===== src/rtl/daq_pkg.sv =====
// Shared encodings for the DAQ sensor pattern generator: pattern modes, FSM states, PRBS-15 constants.
package daq_pkg;

  localparam logic [2:0] MODE_CONST = 3'd0;
  localparam logic [2:0] MODE_HRAMP = 3'd1;
  localparam logic [2:0] MODE_VRAMP = 3'd2;
  localparam logic [2:0] MODE_ALT   = 3'd3;
  localparam logic [2:0] MODE_WALK  = 3'd4;
  localparam logic [2:0] MODE_PRBS  = 3'd5;

  typedef enum logic [1:0] {IDLE, V_ACT, V_BLK, DONE} state_t;

  localparam logic [14:0] PRBS_SEED  = 15'h7FFF;
  localparam int          PRBS_TAP_A = 14;
  localparam int          PRBS_TAP_B = 13;

  // x^15 + x^14 + 1, shifting towards the MSB
  function automatic logic [14:0] prbs15_step(input logic [14:0] s);
    return {s[13:0], s[PRBS_TAP_A] ^ s[PRBS_TAP_B]};
  endfunction

endpackage


===== src/rtl/daq_timing_gen.sv =====
// Pixel divider, h/v raster counters and frame FSM; everything except pix_clk moves only on tick,
// the clk edge where pix_clk falls, so sensor-side signals are stable at the pix_clk rising edge.
module daq_timing_gen #(
  parameter int PIX_DIV    = 4,
  parameter int H_ACTIVE   = 100,
  parameter int H_BLANK    = 20,
  parameter int V_ACTIVE   = 20,
  parameter int V_BLANK    = 4,
  parameter int NUM_FRAMES = 0
) (
  input  logic        clk,
  input  logic        sys_rst_n,
  input  logic        enable,
  output logic        tick,
  output logic        frame_start,
  output logic        pix_clk,
  output logic        line_valid,
  output logic        frame_valid,
  output logic        frame_done,
  output logic [15:0] h_cnt,
  output logic [15:0] v_cnt,
  output logic [15:0] frame_cnt
);
  import daq_pkg::*;

  localparam int              DIV_W    = $clog2(PIX_DIV);
  localparam logic [DIV_W-1:0] DIV_LAST = DIV_W'(PIX_DIV - 1);
  localparam logic [DIV_W-1:0] DIV_HALF = DIV_W'(PIX_DIV / 2);
  localparam logic [15:0]     H_LAST   = 16'(H_ACTIVE + H_BLANK - 1);
  localparam logic [15:0]     V_LAST   = 16'(V_ACTIVE + V_BLANK - 1);
  localparam logic [15:0]     H_ACT16  = 16'(H_ACTIVE);
  localparam logic [15:0]     V_ACT16  = 16'(V_ACTIVE);
  localparam logic [15:0]     NF16     = 16'(NUM_FRAMES);

  state_t           state;
  logic [DIV_W-1:0] div_cnt, div_nxt;
  logic [15:0]      h_nxt, v_nxt, run_cnt;
  logic             h_last, frame_end, run_done;

  assign tick      = (div_cnt == DIV_LAST);
  assign div_nxt   = tick ? '0 : div_cnt + 1'b1;
  assign h_last    = (h_cnt == H_LAST);
  assign h_nxt     = h_last ? 16'd0 : h_cnt + 16'd1;
  assign v_nxt     = !h_last ? v_cnt : ((v_cnt == V_LAST) ? 16'd0 : v_cnt + 16'd1);
  assign frame_end = ((state == V_ACT) || (state == V_BLK)) && h_last && (v_cnt == V_LAST);
  assign run_done  = (NF16 != 16'd0) && (run_cnt + 16'd1 == NF16);
  assign frame_start = tick && enable &&
                       ((state == IDLE) || (frame_end && !run_done));

  always_ff @(posedge clk or negedge sys_rst_n) begin
    if (!sys_rst_n) begin
      state       <= IDLE;
      div_cnt     <= '0;
      pix_clk     <= 1'b0;
      h_cnt       <= '0;
      v_cnt       <= '0;
      run_cnt     <= '0;
      frame_cnt   <= '0;
      line_valid  <= 1'b0;
      frame_valid <= 1'b0;
      frame_done  <= 1'b0;
    end else begin
      div_cnt    <= div_nxt;
      pix_clk    <= (div_nxt >= DIV_HALF);
      frame_done <= 1'b0;
      if (tick) begin
        case (state)
          IDLE: begin
            if (enable) begin
              state       <= V_ACT;
              h_cnt       <= '0;
              v_cnt       <= '0;
              frame_valid <= 1'b1;
              line_valid  <= 1'b1;
            end
          end
          V_ACT, V_BLK: begin
            if (frame_end) begin
              frame_done <= 1'b1;
              frame_cnt  <= frame_cnt + 16'd1;
              run_cnt    <= run_cnt + 16'd1;
              h_cnt      <= '0;
              v_cnt      <= '0;
              if (run_done) begin
                state       <= DONE;
                frame_valid <= 1'b0;
                line_valid  <= 1'b0;
              end else if (enable) begin
                state       <= V_ACT;
                frame_valid <= 1'b1;
                line_valid  <= 1'b1;
              end else begin
                state       <= IDLE;
                frame_valid <= 1'b0;
                line_valid  <= 1'b0;
              end
            end else begin
              h_cnt       <= h_nxt;
              v_cnt       <= v_nxt;
              state       <= (v_nxt < V_ACT16) ? V_ACT : V_BLK;
              frame_valid <= (v_nxt < V_ACT16);
              line_valid  <= (v_nxt < V_ACT16) && (h_nxt < H_ACT16);
            end
          end
          DONE: begin
            if (!enable) begin
              state   <= IDLE;
              run_cnt <= '0;
            end
          end
          default: state <= IDLE;
        endcase
      end
    end
  end

endmodule


===== src/rtl/daq_pattern_gen.sv =====
// Image-sensor pattern generator top: mode latch and pixel pattern mux over the raster timing.
// Mode 5 is PRBS-15 when DAQ_PATGEN_PRBS_EN is defined, otherwise it falls back to the constant pattern.
module daq_pattern_gen #(
  parameter int DATA_W     = 8,
  parameter int PIX_DIV    = 4,
  parameter int H_ACTIVE   = 100,
  parameter int H_BLANK    = 20,
  parameter int V_ACTIVE   = 20,
  parameter int V_BLANK    = 4,
  parameter int NUM_FRAMES = 0
) (
  input  logic              clk,
  input  logic              sys_rst_n,
  input  logic              enable,
  input  logic [2:0]        mode,
  input  logic [DATA_W-1:0] const_val,
  output logic              pix_clk,
  output logic [DATA_W-1:0] pix_data,
  output logic              line_valid,
  output logic              frame_valid,
  output logic              frame_done,
  output logic [15:0]       frame_cnt
);
  import daq_pkg::*;

  localparam logic [15:0] DW16 = 16'(DATA_W);

  logic              tick, frame_start;
  logic [15:0]       h_cnt, v_cnt;
  logic [2:0]        mode_q;
  logic [DATA_W-1:0] const_q, pat;

  daq_timing_gen #(
    .PIX_DIV    (PIX_DIV),
    .H_ACTIVE   (H_ACTIVE),
    .H_BLANK    (H_BLANK),
    .V_ACTIVE   (V_ACTIVE),
    .V_BLANK    (V_BLANK),
    .NUM_FRAMES (NUM_FRAMES)
  ) u_timing (
    .clk         (clk),
    .sys_rst_n   (sys_rst_n),
    .enable      (enable),
    .tick        (tick),
    .frame_start (frame_start),
    .pix_clk     (pix_clk),
    .line_valid  (line_valid),
    .frame_valid (frame_valid),
    .frame_done  (frame_done),
    .h_cnt       (h_cnt),
    .v_cnt       (v_cnt),
    .frame_cnt   (frame_cnt)
  );

  // const_val is sampled on tick so pix_data never moves between pixel boundaries
  always_ff @(posedge clk or negedge sys_rst_n) begin
    if (!sys_rst_n) begin
      mode_q  <= MODE_CONST;
      const_q <= '0;
    end else begin
      if (frame_start) mode_q <= mode;
      if (tick)        const_q <= const_val;
    end
  end

`ifdef DAQ_PATGEN_PRBS_EN
  logic [14:0] lfsr;

  always_ff @(posedge clk or negedge sys_rst_n) begin
    if (!sys_rst_n) begin
      lfsr <= PRBS_SEED;
    end else if (frame_start) begin
      lfsr <= PRBS_SEED;
    end else if (tick && line_valid) begin
      lfsr <= prbs15_step(lfsr);
    end
  end
`endif

  always_comb begin
    pat = const_q;
    case (mode_q)
      MODE_HRAMP: pat = DATA_W'(h_cnt);
      MODE_VRAMP: pat = DATA_W'(v_cnt);
      MODE_ALT:   pat = {DATA_W{h_cnt[0]}};
      MODE_WALK:  pat = {{(DATA_W-1){1'b0}}, 1'b1} << (h_cnt % DW16);
`ifdef DAQ_PATGEN_PRBS_EN
      MODE_PRBS:  pat = lfsr[DATA_W-1:0];
`endif
      default:    pat = const_q;
    endcase
  end

  assign pix_data = line_valid ? pat : '0;

endmodule


===== config.mk =====
export PLATFORM = sky130hd
export DESIGN_NAME = daq_pattern_gen
export DESIGN_NICKNAME = d
export VERILOG_FILES = /design/src/rtl/daq_pkg.sv /design/src/rtl/daq_timing_gen.sv /design/src/rtl/daq_pattern_gen.sv
export SDC_FILE = /design/constraint.sdc
export NUM_CORES = 1
export LEC_CHECK = 0
export ABC_AREA = 1
export BUFFER_PORTS_ARGS = -buffer_cell sky130_fd_sc_hd__clkbuf_2
export CORE_ASPECT_RATIO = 1.25
export CORE_UTILIZATION = 42
export CTS_BUF_LIST = sky130_fd_sc_hd__clkbuf_16
export DETAILED_ROUTE_END_ITERATION = 8
export PLACE_DENSITY_LB_ADDON = 0.3
export SYNTH_ARGS = -nofsm -noshare
export SYNTH_HDL_FRONTEND = slang
export SYNTH_SLANG_ARGS = --single-unit

===== constraint.sdc =====
create_clock -name clk -period 2.65 [get_ports clk]
set_input_delay 0.3975 -clock clk [delete_from_list [all_inputs] [get_ports clk]]
set_output_delay 0.3975 -clock clk [all_outputs]
set_load 0.03 [all_outputs]

======== Word level (Yosys, flattened, before mapping) ========
Cells that the tools add are included.
cells by class
  add/sub/neg operators ................... 4
  $lt $le $gt $ge ......................... 3
  reductions and logical operators ........ 13
  multiplexer cells ....................... 26
  shift operators ......................... 1
  equality and inequality tests ........... 12
  multipliers ............................. 0
  div/mod/pow operators ................... 0
  bitwise gates (word level) .............. 0
operators with widths
  operator                                                                 count
  16-bit two-way mux                                                       6
  16-bit one-hot mux with 2 select lines                                   2
  16-bit by 1-bit adder with 16-bit output (second input constant)         3
  8-bit one-hot mux with 4 select lines                                    1
  16-bit by 5-bit equality test with 1-bit output (second input constant)  1
  16-bit by 7-bit equality test with 1-bit output (second input constant)  1
  16-bit by 5-bit < comparator with 1-bit output (second input constant)   1
  16-bit by 7-bit < comparator with 1-bit output (second input constant)   1
  2-bit two-way mux                                                        5
  3-bit AND reduction                                                      3
  1-bit two-way mux                                                        8
  8-bit two-way mux                                                        1
  1-bit by 3-bit << shifter with 8-bit output (first input constant)       1
  2-bit equality test (second input constant)                              3
  3-bit by 2-bit equality test with 1-bit output (second input constant)   2
  2-bit one-hot mux with 3 select lines                                    1
  1-bit logical AND                                                        5
  2-bit inequality test (second input constant)                            2
  1-bit one-hot mux with 2 select lines                                    2
  3-bit by 1-bit equality test with 1-bit output (second input constant)   1
  3-bit equality test (second input constant)                              1
  2-bit by 1-bit adder with 2-bit output (second input constant)           1
  2-bit by 1-bit equality test with 1-bit output (second input constant)   1
  2-bit >= comparator (second input constant)                              1
  other kinds (4)                                                          5
storage, ports and cells
  memories ................................ 0
  bits in read-only memories .............. 0
  logic and storage cells ................. 70
  latch bits .............................. 0
  input port bits ......................... 14
  RAM bits ................................ 0
  bits in registers ....................... 67
  output and inout bits ................... 28

======== Longest topological paths before layout ========
  word-level depth ........................ 7
  mapped depth ............................ 17
  gate-level depth less buffers ........... 17

======== Cells and area by module ========
From an unflattened synthesis, not the netlist that was laid out.
unflattened totals
  cell total of the unflattened synthesis .. 624
  area, all modules ....................... 4411.7 um2
modules (own cells, without submodules)
  module           sequential area each (um2)  cells an instance  area each (um2)  times used
  daq_timing_gen   1376.3                      512                3598.5           1
  daq_pattern_gen  275.3                       112                813.3            1

======== Worst setup path after synthesis ========
Ideal clock, no wire load.
  kind .................................... flip-flop to output port
  start point ............................. register mode_q[0]
  end point ............................... output pix_data[4]
  path slack .............................. 0.350 ns
  arrival ................................. 1.902 ns
  stages on the path, launching flop included .. 6
  path buffers ............................ 0
  required time ........................... 2.253 ns
  cells stage by stage .................... dfrtp_1 nor3_1 inv_1 o22ai_1 a31oi_1 a221oi_1
between the ends
  word-level cells in the longest chain between the ends .. 3
  elaborated cells on any way between the ends .. 6
  those cells by class .................... eq/ne (4); mux (2)
ends and longest elaborated chain
  item                                         line                   RTL
  start: declaration                           daq_pattern_gen.sv:30  logic [2:0] mode_q;
  start signal: assignment                     daq_pattern_gen.sv:61  if (frame_start) mode_q <= mode;
  3-bit equality test (tied with other cells)  daq_pattern_gen.sv:82  case (mode_q)
  8-bit one-hot mux with 4 select lines *      daq_pattern_gen.sv:82
  8-bit two-way mux *                          daq_pattern_gen.sv:94  assign pix_data = line_valid ? pat : '0;
  end: declaration                             daq_pattern_gen.sv:18  output logic [DATA_W-1:0] pix_data,
Every way passes the cells marked *; elsewhere a longest branch is shown, timed or not.

======== Final worst setup path ========
  start point ............................. register mode_q[2]
  end point ............................... output pix_data[3]
Same word-level chain as after synthesis.

==> results.sh <==
export IMPL_status="completed"
export IMPL_ir_worst_vdd_mv=0.453
export IMPL_clock_skew_ps=11.6
export IMPL_worstPathRequired_ps=2250
export IMPL_synth_top_area_cell="dfrtp_1"
export IMPL_totalPowerFinal_w=0.00380
export IMPL_hold_violations=0
export IMPL_met3_usage_pct=3.97
export IMPL_worstPathMaxFanout=9
export IMPL_rsz0062_at_grt="false"
export IMPL_final_nets=687
export IMPL_port_buffers=41
export IMPL_fin_crit_sh_pct=91.1
export IMPL_async_flop_share_pct=100
export IMPL_grt_pass1_wl_um=19000
export IMPL_post_cts_buffers=0
export IMPL_grtUsageMet1_pct=26.5
export IMPL_ys_flop_type="dfrtp_1"
export IMPL_cp_arrival_ps=2020
export IMPL_holdBufCountCts=0
export IMPL_htreeDepth=3
export IMPL_synth_top_area_share_pct=37.6
export IMPL_grt_max_degree=34
export IMPL_start_util_pct=43.4
export IMPL_die_area_mm2=0.0109
export IMPL_cts_tree="yes"
export IMPL_clockBufferDepth=2
export IMPL_area_delta_synth_final_pct=14.4
export IMPL_die_y_um=116
export IMPL_antenna_cells=0
export IMPL_drc=0
export IMPL_clk_latency_ps=340
export IMPL_synth_seq_area_share_pct=37.6
export IMPL_clk_pin_slew_ps=60
export IMPL_viasPerCell=5.34
export IMPL_worst_pin_slew_ps=673
export IMPL_period_minus_slack_ps=2410
export IMPL_final_setup_viol_count=0
export IMPL_io_pins=42
export IMPL_dr_first_iter_drc_count=369
export IMPL_grt_usage_pct=22.4
export IMPL_synth_commonest_cells="nand2_1, inv_1, nor2_1, dfrtp_1, nand3_1"
export IMPL_busiest_layer="met2"
export IMPL_cellPowerDensity_mw_per_mm2=756
export IMPL_min_path_type="in -> async"
export IMPL_cp_end_kind="output pin"
export IMPL_coreArea_mm2=0.0101
export IMPL_drive_gt1_share_pct=15.0
export IMPL_ys_types=37
export IMPL_synthTopCellsByArea="dfrtp_1, nand2_1, inv_1"
export IMPL_yosysWarningCount=0
export IMPL_synth_nets=642
export IMPL_overflow=0
export IMPL_syn_inst=616
export IMPL_final_setup_tns_ps=0
export IMPL_clockRootBuffer="clkbuf_16"
export IMPL_postSynthAreaPerCell_um2=7.12
export IMPL_synth_most_common_cell="nand2_1"
export IMPL_fp_dieW_um=93.4
export IMPL_dp_hpwl_um=8640
export IMPL_clock_sinks=66
export IMPL_ant_nets=0
export IMPL_drt_wl_total_um=11300
export IMPL_critical_path_class="reg -> out"
export IMPL_synth_edf_count=0
export IMPL_vias=4245
export IMPL_maxCapViolations=0
export IMPL_rows=41
export IMPL_grt_pass1_vias=4070
export IMPL_gp_congestion=0.984
export IMPL_fin_hold_ws_ps=92.5
export IMPL_synth_seq_cells=66
export IMPL_use_met2_pct=39.6
export IMPL_p_leak_nw=2.33
export IMPL_slew_headroom_pct=55.1
export IMPL_cts_buffers=9
export IMPL_syn_area_mm2=0.00439
export IMPL_fillers=963
export IMPL_fmax_mhz=414
export IMPL_cp_start_kind="register"
export IMPL_wl_per_cell_um=14.3
export IMPL_dr_pass1_iters=5
export IMPL_drv_slew=0
export IMPL_antenna_found_initial=0
export IMPL_finish_utilization_pct=49.7
-- flip-flops by register name (all words and copies together), names as in the netlist --
signal	count
u_timing.frame_cnt	16
u_timing.h_cnt	16
u_timing.v_cnt	16
const_q	8
mode_q	3
u_timing.div_cnt	2
u_timing.state	2
u_timing.frame_done	1
u_timing.frame_valid	1
u_timing.line_valid	1
-- power by group --
group          switching [W]  internal, W
sequential          0.000175      0.00113
clock               0.000439     0.000717
combinational       0.000925     0.000413
-- worst max-delay path: stages (launching register included) --
cell and delay, ps:
dfrtp_1 420, inv_1 100, nor3_2 40, buf_4 160
inv_1 50, nand2_1 100, o21ai_0 100, inv_1 130
a221oi_1 310, clkbuf_2 260
-- final timing paths --
| check | from | to | slack (ps) | cells past startpoint |
|---|---|---|---|---|
| max | mode_q[2] | pix_data[3] | 240 | 9 |
| min | sys_rst_n | u_timing.h_cnt[10] | 90 | 1 |
| max reg2reg | u_timing.h_cnt[0] | u_timing.frame_cnt[15] | 390 | 10 |
| min reg2reg | u_timing.div_cnt[0] | u_timing.div_cnt[0] | 430 | 1 |
| max in group asynchronous | sys_rst_n | u_timing.v_cnt[15] | 1820 | 2 |
| min in group clk | const_val[0] | const_q[0] | 260 | 3 |
-- cell families after synthesis --
family	Yosys count	synth area share [%]
AND/OR/NAND/NOR	337	34.3
AO/OA/AOI/OAI	82	11.0
buffers and inverters	95	8.81
adder cells (fa/ha/maj)	12	3.42
flip-flops	66	37.6
XOR/XNOR	24	4.79
-- what timing repair did --
action,CTS,global route
gates cloned,0,0
hold endpoints to repair,0,0
endpoints found under the setup margin,1,1
resized for setup,1,1
-- layout make-up --
class | count | area, um2 | share of cell area, %
clock buffers | 9 | 225 | 4.49
clock inverters | 7 | 62.6 | 1.25
inverters | 82 | 308 | 6.13
multi-input cells | 455 | 2360 | 47.0
flip-flops and latches | 66 | 1650 | 32.9
well taps | 129 | 161 | 3.22
repair buffers | 47 | 250 | 4.99
-- cell usage in the layout, fill, tap and decap left out, types with 3 or more instances in the layout --
cell and instances:
nand2_1 171, inv_1 72, nor2_1 67, dfrtp_1 66, nand3_1 47, clkbuf_2 40
o22ai_1 28, o21ai_0 26, xor2_1 15, nor3_1 12, ha_1 12, inv_2 11
nor2_2 11, a21oi_1 9, xnor2_1 9, clkbuf_16 9, nand4_1 8, buf_4 6
a31oi_1 5, a221oi_1 5, nand3_2 5, o21ai_1 5, nand2_2 4, nor2_4 3
-- routing by layer --
metal / up-vias / wire, um
li1: 2106 / -
met1: 1988 / 4840
met2: 120 / 5620
met3: 31 / 497
met4: 0 / 374
met5: - / 0
-- through the flow --
| stage | instances | instance area, um2 | setup WS (ps) |
|---|---|---|---|
| global placement | 779 | 4720 | 383 |
| finish | 795 | 5020 | 237 |
| CTS | 795 | 5010 | 221 |
| global route | 795 | 5020 | 2.11 |
| floorplan | 616 | 4390 | 350 |
| detailed placement | 779 | 4720 | 357 |
No activity file was read; power rests on OpenSTA's default activity.
